<file path="src/rtl/countdown_timer_if.sv">
// Control and count bus of the mm:ss countdown timer.
// master drives strobes and presets; slave is the timer itself.
interface countdown_timer_if;
    logic       tick;
    logic       load;
    logic [5:0] min_in;
    logic [5:0] sec_in;
    logic       start;
    logic       pause;
    logic [5:0] min_out;
    logic [5:0] sec_out;
    logic       running;
    logic       borrow;
    logic       done;

    modport master (
        output tick, load, min_in, sec_in, start, pause,
        input  min_out, sec_out, running, borrow, done
    );

    modport slave (
        input  tick, load, min_in, sec_in, start, pause,
        output min_out, sec_out, running, borrow, done
    );
endinterface

</file>
<file path="src/rtl/countdown_timer.sv">
// Loadable mm:ss down-counter advanced by a 1 Hz tick.
// Emits a borrow pulse per minute wrap and a done pulse on reaching 00:00.
module countdown_timer #(
    parameter int unsigned SEC_MAX = 59,
    parameter int unsigned MIN_MAX = 59
) (
    input logic             clk,
    input logic             reset,
    countdown_timer_if.slave bus
);
    localparam logic [5:0] SecMax = 6'(SEC_MAX);
    localparam logic [5:0] MinMax = 6'(MIN_MAX);

    typedef enum logic [1:0] {StIdle, StRun, StPaused, StDone} state_e;

    state_e     state;
    logic [5:0] min_q, sec_q;
    logic       running_q, borrow_q, done_q;
    logic [5:0] min_ld, sec_ld;
    logic       ld_nonzero, cur_nonzero, last_tick;

    always_comb begin
        min_ld      = (bus.min_in > MinMax) ? MinMax : bus.min_in;
        sec_ld      = (bus.sec_in > SecMax) ? SecMax : bus.sec_in;
        ld_nonzero  = (min_ld != 6'd0) || (sec_ld != 6'd0);
        cur_nonzero = (min_q != 6'd0) || (sec_q != 6'd0);
        last_tick   = bus.tick && (min_q == 6'd0) && (sec_q == 6'd1);
    end

    always_ff @(posedge clk or negedge reset) begin
        if (!reset) begin
            state     <= StIdle;
            min_q     <= 6'd0;
            sec_q     <= 6'd0;
            running_q <= 1'b0;
            borrow_q  <= 1'b0;
            done_q    <= 1'b0;
        end else begin
            borrow_q <= 1'b0;
            done_q   <= 1'b0;
            unique case (state)
                StIdle: begin
                    if (bus.load) begin
                        min_q <= min_ld;
                        sec_q <= sec_ld;
                    end
                    // A simultaneous load decides the zero check.
                    if (bus.start && (bus.load ? ld_nonzero : cur_nonzero)) begin
                        state     <= StRun;
                        running_q <= 1'b1;
                    end
                end
                StRun: begin
                    if (bus.tick) begin
                        if (sec_q != 6'd0) begin
                            sec_q <= sec_q - 6'd1;
                        end else if (min_q != 6'd0) begin
                            sec_q    <= SecMax;
                            min_q    <= min_q - 6'd1;
                            borrow_q <= 1'b1;
                        end
                    end
                    if (last_tick) begin
                        state     <= StDone;
                        running_q <= 1'b0;
                        done_q    <= 1'b1;
                    end else if (bus.pause) begin
                        state     <= StPaused;
                        running_q <= 1'b0;
                    end
                end
                StPaused: begin
                    if (bus.load) begin
                        min_q <= min_ld;
                        sec_q <= sec_ld;
                        state <= StIdle;
                    end else if (bus.start && !bus.pause) begin
                        state     <= StRun;
                        running_q <= 1'b1;
                    end
                end
                StDone: begin
                    if (bus.load) begin
                        min_q <= min_ld;
                        sec_q <= sec_ld;
                        state <= StIdle;
                    end
                end
                default: begin
                    state     <= StIdle;
                    running_q <= 1'b0;
                end
            endcase
        end
    end

    assign bus.min_out = min_q;
    assign bus.sec_out = sec_q;
    assign bus.running = running_q;
    assign bus.borrow  = borrow_q;
    assign bus.done    = done_q;
endmodule

</file>
<file path="src/flat_wrapper.sv">
// flat-port wrapper written by rule: the top's interface ports become plain ports
module countdown_timer_flat 
#(
    parameter int unsigned SEC_MAX = 59,
    parameter int unsigned MIN_MAX = 59
)
  (clk, reset, bus_tick, bus_load, bus_min_in, bus_sec_in, bus_start, bus_pause, bus_min_out, bus_sec_out, bus_running, bus_borrow, bus_done);
  countdown_timer_if bus_i ();
  input logic clk;
  input logic reset;
  input wire logic [$bits(bus_i.tick)-1:0] bus_tick;
  input wire logic [$bits(bus_i.load)-1:0] bus_load;
  input wire logic [$bits(bus_i.min_in)-1:0] bus_min_in;
  input wire logic [$bits(bus_i.sec_in)-1:0] bus_sec_in;
  input wire logic [$bits(bus_i.start)-1:0] bus_start;
  input wire logic [$bits(bus_i.pause)-1:0] bus_pause;
  output wire logic [$bits(bus_i.min_out)-1:0] bus_min_out;
  output wire logic [$bits(bus_i.sec_out)-1:0] bus_sec_out;
  output wire logic [$bits(bus_i.running)-1:0] bus_running;
  output wire logic [$bits(bus_i.borrow)-1:0] bus_borrow;
  output wire logic [$bits(bus_i.done)-1:0] bus_done;
  assign bus_i.tick = bus_tick;
  assign bus_i.load = bus_load;
  assign bus_i.min_in = bus_min_in;
  assign bus_i.sec_in = bus_sec_in;
  assign bus_i.start = bus_start;
  assign bus_i.pause = bus_pause;
  assign bus_min_out = bus_i.min_out;
  assign bus_sec_out = bus_i.sec_out;
  assign bus_running = bus_i.running;
  assign bus_borrow = bus_i.borrow;
  assign bus_done = bus_i.done;
  countdown_timer #(.SEC_MAX(SEC_MAX), .MIN_MAX(MIN_MAX)) u_core (.clk(clk), .reset(reset), .bus(bus_i));
endmodule
</file>
<file path="config.mk">
export PLATFORM = sky130hd
export DESIGN_NAME = countdown_timer_flat
export DESIGN_NICKNAME = d
export VERILOG_FILES = /design/src/rtl/countdown_timer_if.sv /design/src/rtl/countdown_timer.sv /design/src/flat_wrapper.sv
export SDC_FILE = /design/constraint.sdc
export NUM_CORES = 1
export LEC_CHECK = 0
export BUFFER_PORTS_ARGS = -buffer_cell sky130_fd_sc_hd__buf_2
export CAP_MARGIN = 20
export CELL_PAD_IN_SITES_DETAIL_PLACEMENT = 1
export CELL_PAD_IN_SITES_GLOBAL_PLACEMENT = 1
export CORE_MARGIN = 2
export CORE_UTILIZATION = 34
export CTS_CLUSTER_DIAMETER = 150
export DETAILED_ROUTE_END_ITERATION = 16
export GPL_ROUTABILITY_DRIVEN = 1
export PLACE_DENSITY = 0.7
export SLEW_MARGIN = 20
export SYNTH_ARGS = -nofsm -noshare
export SYNTH_HDL_FRONTEND = slang
export SYNTH_SLANG_ARGS = --single-unit
</file>
<file path="constraint.sdc">
create_clock -name clk -period 1.8 [get_ports clk]
set_input_delay 0.36 -clock clk [delete_from_list [all_inputs] [get_ports clk]]
set_output_delay 0.36 -clock clk [all_outputs]
set_load 0.005 [all_outputs]
</file>
==> results.cfg, run 1 <==
[synth]
muxShareOfSynthArea_pct = 4.38
synth_top_family_by_area = compound AO/OA/AOI/OAI gates
synth.avg_cell_area_um2 = 8.81
synth_compound_gate_area_share_pct = 26.1
ys_async_sr_fraction_pct = 100
syn_nets = 157
synth_fa_ha_area_share_pct = 3.13
ys_ff_latch = 17
synth_edf_count = 0
synth.yosys.seq_area_share_pct = 35.5
synth_ff_type = dfrtp_1
ys_top_cells_by_area = dfrtp_1 35%, a21oi_1 4.2%, inv_1 3.8%, ha_1 3.1%, mux2i_1 2.5%
yosys_warnings = 0
synth_top_cell_by_area = dfrtp_1
synthCells = 136
synth.cell_area_um2 = 1200
synth_xor_area_share_pct = 0
synth_top_area_share_pct = 35.5
yosysUniqueCellTypes = 47
yosys.area_share.simple_pct = 24.0

[floorplan]
row_count = 21
die-area_um2 = 4020
fp.dieH_um = 63.4
die_x_um = 63.4
design.core.area_um2 = 3360
initial_core_util_pct = 35.6
ioPinCount = 33

[placement]
io_buffers = 32
dp_hpwl_um = 3420
placed_area_um2 = 1620
place_ws_ns = -0.240
place_congestion = 0.820

[clock_network]
clk_latency_ns = 0.30
clk_pin_slew_ns = 0.10
cts_buffers = 3
tritoncts = built
numClockSinks = 17
cts.path.max_buffers = 2
htreeDepth = 1
cts_root_buf = clkbuf_4

[finish]
postLayoutCellArea_um2 = 1710
final-seq-area_um2 = 425
final_common_cell = buf_2
layout_common_cells = 32 x buf_2, 30 x buf_4, 17 x dfrtp_1
fin_nets = 217
multi_input_area_um2 = 744
areaGrowthSynthToFinish_pct = 42.4
n_antenna_cell = 0
fillCellCount = 417
drive_gt1_share_pct = 43.1
final_util_pct = 50.7

[worst_setup_path]
rr_worst_depth = 7
critPathLaunchType = register
critPathCapture = u_core.state[0]
crit_path_max_fanout = 4
r2r_start = u_core.bus.min_out[0]
cp-startpoint = u_core.bus.min_out[0]
crit_required_ns = 2.02
crit_type = register to register
timing.rr.end = u_core.state[0]
cp_data_arrival_time_ns = 2.24
worst_setup_path_end_kind = register
r2r_slack_ns = -0.22

[pwr]
ir_drop_mv = 0.707
intPower_mw = 1.51
seqPwrFrac_pct = 25.5
power_switching_mw = 1.21
combPwrFrac_pct = 66.7
total_power_mw = 2.73
switching_share_pct = 44.5
power_density_nw_per_um2 = 1600
p_clk_share_pct = 7.8
leakagePower_nw = 0.782

[drt]
drt-pass1-iter-count = 4
vias = 1345
drt_iter0_drc = 60
drtAntennaViolNets = 0
vias_per_cell = 5.58
drc_errors = 0
wl_um = 4350
wire_per_inst_um = 18.1

[sta]
worst_slack_ns = -0.221
setup_viol = 16
fin_crit_sh_pct = 112
grt_setup_unrepaired = true
slew_viol_final = 0
slew_headroom_pct = 66.4
finClkSkew_ns = 0.00502
worstMarginPinSlew_ns = 0.497
fmax_ghz = 0.495
layout_min_cycle_time_ns = 2.02
hold_ws_ns = 0.331
final_hold_viol_count = 0

[global_route]
grt_max_degree = 18
grt-ovfl-total = 0
grt_util_all_layers_pct = 22.6
grt_pass1_vias = 1374
grt_pass1_wl_um = 7020
antenna_found_initial = 0

[hold_path]
min_path_type = primary input to register

[run_status]
outcome = finished with violations
violations = setup timing

[run]
drv_cap = 0
## cell type report
cell class / count / share of cell area, %
inverter: 12 / 2.64
multi-input combinational: 98 / 43.6
clock inverter: 1 / 0.293
tap: 46 / 3.37
sequential: 17 / 24.9
clock buffer: 3 / 1.32
timing repair buffer: 64 / 23.8
## synthesized netlist by cell type (all sizes together) (5+ instances only)
master	number
nor3	5
clkbuf	6
a21oi	10
dfrtp	17
o21ai	6
inv	12
nand2	7
nor2	7
nor4	5
## worst max-delay path: stages (launching register included)
cell and delay [ns]:
dfrtp_1 0.41, inv_2 0.08, ha_4 0.13, or4b_4 0.50
buf_6 0.15, o41a_1 0.34, a22o_1 0.19, mux2i_1 0.15
## state kept, by name, indices dropped and copies added (netlist names)
signal,cells
u_core.bus.min_out,6
u_core.bus.sec_out,6
u_core.state,2
u_core.bus.borrow,1
u_core.bus.done,1
u_core.bus.running,1
## worst min-delay path by stage
stage,depth (start not counted),startpoint,end
floorplan,0,reset,u_core.bus.borrow
global placement,1,reset,u_core.bus.sec_out[3]
detailed placement,1,reset,u_core.bus.sec_out[3]
CTS,3,bus_pause,u_core.state[1]
global route,3,bus_pause,u_core.state[1]
finish,3,bus_pause,u_core.state[1]
## through the flow
stage               TNS (ns)  cells
finish                 -2.39    241
global route           -3.49    241
global placement       -1.75    234
CTS                    -2.34    239
detailed placement     -2.67    234
floorplan              -2.04    136
## repair_timing
item | 4_1_cts | 5_1_grt
gates resized for setup | 8 | 4
gates cloned | 0 | 0
hold endpoints to repair | 17 | 0
hold buffers | 1 | 0
setup endpoints to repair | 16 | 16
setup buffers | 0 | 2
pin swaps | 1 | 3
## logic make-up (layout without fill, tap and decap cells)
family	after synthesis	after routing
adders and majority gates	3	3
AOI/OAI and AO/OA	41	41
buffers and inverters	21	80
DFF	17	17
muxes	5	5
and+or+nand+nor	49	49
## power by group through the flow
stage	sequential, mW	clock (mW)	combinational [mW]
final	0.696	0.212	1.82
after global placement	0.675	0	1.64
after global routing	0.721	0.244	1.99
after CTS	0.686	0.223	1.76
after floorplan	0.772	0	0.806
after detailed placement	0.687	0	1.72
## metal layers
| metal | vias to the layer above | global-route usage, % | part of all wire [%] |
|---|---|---|---|
| li1 | 637 | - | - |
| met5 | - | 0 | 0 |
| met3 | 8 | 4.64 | 4.0 |
| met2 | 29 | 39.5 | 52 |
| met1 | 671 | 28.4 | 43 |
| met4 | 0 | 5.16 | 1.3 |
Note: power is estimated with default switching activity, not from simulation.
==> inputs of run 2 (changes only) <==
--- a/config.mk
+++ b/config.mk
@@ -5,16 +5,17 @@
 export SDC_FILE = /design/constraint.sdc
 export NUM_CORES = 1
 export LEC_CHECK = 0
+export ABC_AREA = 1
 export BUFFER_PORTS_ARGS = -buffer_cell sky130_fd_sc_hd__buf_2
 export CAP_MARGIN = 20
 export CELL_PAD_IN_SITES_DETAIL_PLACEMENT = 1
 export CELL_PAD_IN_SITES_GLOBAL_PLACEMENT = 1
 export CORE_MARGIN = 2
-export CORE_UTILIZATION = 34
+export CORE_UTILIZATION = 33
 export CTS_CLUSTER_DIAMETER = 150
 export DETAILED_ROUTE_END_ITERATION = 16
 export GPL_ROUTABILITY_DRIVEN = 1
-export PLACE_DENSITY = 0.7
+export PLACE_DENSITY = 0.71
 export SLEW_MARGIN = 20
 export SYNTH_ARGS = -nofsm -noshare
 export SYNTH_HDL_FRONTEND = slang
==> run 2 against run 1 <==
The run now ends clean. Global-route usage is 5.2 points lower. Worst hold slack lost 0.29 ns. Sequential cell count stayed put. Critical path type unchanged. Critical endpoint is now u_core.bus.sec_out[0]. Highest routed layer unchanged.
==> results.cfg, run 2 <==
[synth]
syn_nets = 192
synth_top_family_by_area = simple AND/OR/NAND/NOR gates
yosysUniqueCellTypes = 29
synth.cell_area_um2 = 1240
ys_ff_latch = 17
synth_top_area_share_pct = 34.4
synth_compound_gate_area_share_pct = 18.8
synth.avg_cell_area_um2 = 7.24
synth_top_cell_by_area = dfrtp_1
muxShareOfSynthArea_pct = 0
yosysMostFrequentCell = nand2_1
synth_ff_type = dfrtp_1
yosys_warnings = 0
synth_xor_area_share_pct = 1.42
synthCells = 171
ys_top_cells_by_area = dfrtp_1 34%, nand2_1 13%, inv_1 6.7%, o21ai_0 6.1%, nor2_1 5.5%
synth_common_cells = 42 x nand2_1, 22 x inv_1, 18 x nor2_1
synth_edf_count = 0
synth.yosys.seq_area_share_pct = 34.4
ys_async_sr_fraction_pct = 100
yosys.area_share.simple_pct = 32.5
synth_fa_ha_area_share_pct = 3.03

[finish]
drive_gt1_share_pct = 35.0
final_util_pct = 44.6
final_common_cell = nand2_1
final-seq-area_um2 = 425
fillCellCount = 485
instances_no_fill = 265
postLayoutCellArea_um2 = 1620
areaGrowthSynthToFinish_pct = 31.0
multi_input_area_um2 = 707
n_antenna_cell = 0
layout_common_cells = 41 x nand2_1, 32 x buf_2, 18 x inv_1
fin_nets = 239

[global_route]
antenna_found_initial = 0
grt_max_degree = 18
grt-ovfl-total = 0
grt_pass1_vias = 1282
grt_util_all_layers_pct = 17.3
grt_pass1_wl_um = 5730

[floorplan]
fp.dieH_um = 65.2
ioPinCount = 33
row_count = 22
design.core.area_um2 = 3630
die-area_um2 = 4260
die_x_um = 65.2
initial_core_util_pct = 34.1

[drt]
vias = 1290
dr_wl_met3_um = 89
drc_errors = 0
top_layer = met4
drt_iter0_drc = 17
drt-pass1-iter-count = 4
wire_per_inst_um = 13.6
vias_per_cell = 4.87
wl_um = 3600
wl_met2_um = 1780
drtAntennaViolNets = 0
m1WireLength_um = 1690

[clock_network]
cts.path.max_buffers = 2
cts_buffers = 3
clk_pin_slew_ns = 0.07
numClockSinks = 17
cts_root_buf = clkbuf_8
tritoncts = built
holdBufCountCts = 0
htreeDepth = 1
clk_latency_ns = 0.25

[pwr]
leakagePower_nw = 0.872
ir_drop_mv = 0.556
power_density_nw_per_um2 = 1730

[worst_setup_path]
timing.rr.end = u_core.bus.sec_out[0]
crit_type = register to register
worst_setup_path_end_kind = register
cp_cell_sequence = inv_2, ha_1, nand2_1, nor2_2, nand2_2, nor2_4, a21boi_4, buf_12, o221ai_2, o21ai_2
cp_data_arrival_time_ns = 1.85
r2r_start = u_core.bus.min_out[0]
slowest_delay_ns = 0.40
critPathLaunchType = register
crit_required_ns = 1.94
rr_worst_depth = 10
crit_path_max_fanout = 8
cp_slowest_cell = dfrtp_1
r2r_slack_ns = 0.09

[placement]
dp_hpwl_um = 2820
io_buffers = 32
place_ws_ns = 0.0349
post-place-cells = 253
place_congestion = 0.782
placed_area_um2 = 1470

[run]
drv_cap = 0

[sta]
worst_slack_ns = 0.0890
setup_viol = 0
worstMarginPinSlew_ns = 0.425
fin_crit_sh_pct = 95.1
slew_viol_final = 0
final_hold_viol_count = 0
layout_min_cycle_time_ns = 1.71
fmax_ghz = 0.584
finClkSkew_ns = 0.00140
slew_headroom_pct = 71.7
hold_ws_ns = 0.0382

[hold_path]
min_path_type = primary input to asynchronous set/reset pin

[run_status]
outcome = finished, final reports clean
-- run 2: cell count changes after synthesis, sizes merged, moves of 7 or more --
cell,previous run,this run
a21oi,10,3
inv,12,27
nand2,7,45
nor2,7,22
o21ai,6,24
-- run 2: area by class of cell --
cell class,count,share of cell area [%]
multi-input combinational,124,43.6
sequential,17,26.2
timing repair buffer,45,17.4
inverter,27,6.25
tap,48,3.70
clock buffer,4,2.78
-- run 2: stage by stage --
step	total power [mW]	TNS [ns]
detailed placement	2.29	0
CTS	2.59	0
floorplan	1.77	0
global route	3.07	-0.0955
finish	2.81	0
global placement	2.23	0
-- run 2: worst max-delay path by stage --
| stage | from | endpoint | slack, ns | cells past startpoint |
|---|---|---|---|---|
| CTS | u_core.bus.min_out[0] | u_core.bus.sec_out[0] | 0.03 | 10 |
| detailed placement | u_core.bus.min_out[0] | u_core.bus.sec_out[0] | 0.03 | 10 |
| global route | u_core.bus.sec_out[0] | u_core.bus.min_out[1] | -0.02 | 10 |
| finish | u_core.bus.min_out[0] | u_core.bus.sec_out[0] | 0.09 | 10 |
| global placement | u_core.bus.sec_out[0] | u_core.bus.min_out[4] | 0.11 | 11 |
| floorplan | u_core.bus.min_out[0] | u_core.bus.sec_out[3] | 0.24 | 10 |
-- run 2: what timing repair did --
action,4_1_cts,5_1_grt
setup buffers,0,9
hold endpoints to repair,0,0
gates resized for setup,0,9
endpoints found under the setup margin,0,13
-- run 2: cell families (layout without fill, tap and decap cells) --
kind of cell,Yosys count,in the layout
adders and majority gates,3,3
AOI/OAI and AO/OA,34,34
xor gates and xnor gates,2,2
DFF,17,17
buffers and inverters,30,76
and+or+nand+nor,85,85
-- run 2: worst max-delay path, delay by kind of cell (launching register included) --
kind	cells	cell delay [ns]
flops	1	0.40
compound gates	3	0.22
simple gates	4	0.56
fa+ha+maj	1	0.17
buf+inv	2	0.23
-- run 2: per-layer routing --
layer	global-route usage, %	vias up
met4	5.47	0
met5	0	-
li1	-	653
met1	21.3	613
met3	2.05	4
met2	31.4	20
-- run 2: where the power goes --
part           internal [mW]  total (mW)  switching [mW]
registers              0.555       0.721           0.166
logic                  0.775        1.80            1.03
clock network          0.157       0.286           0.129
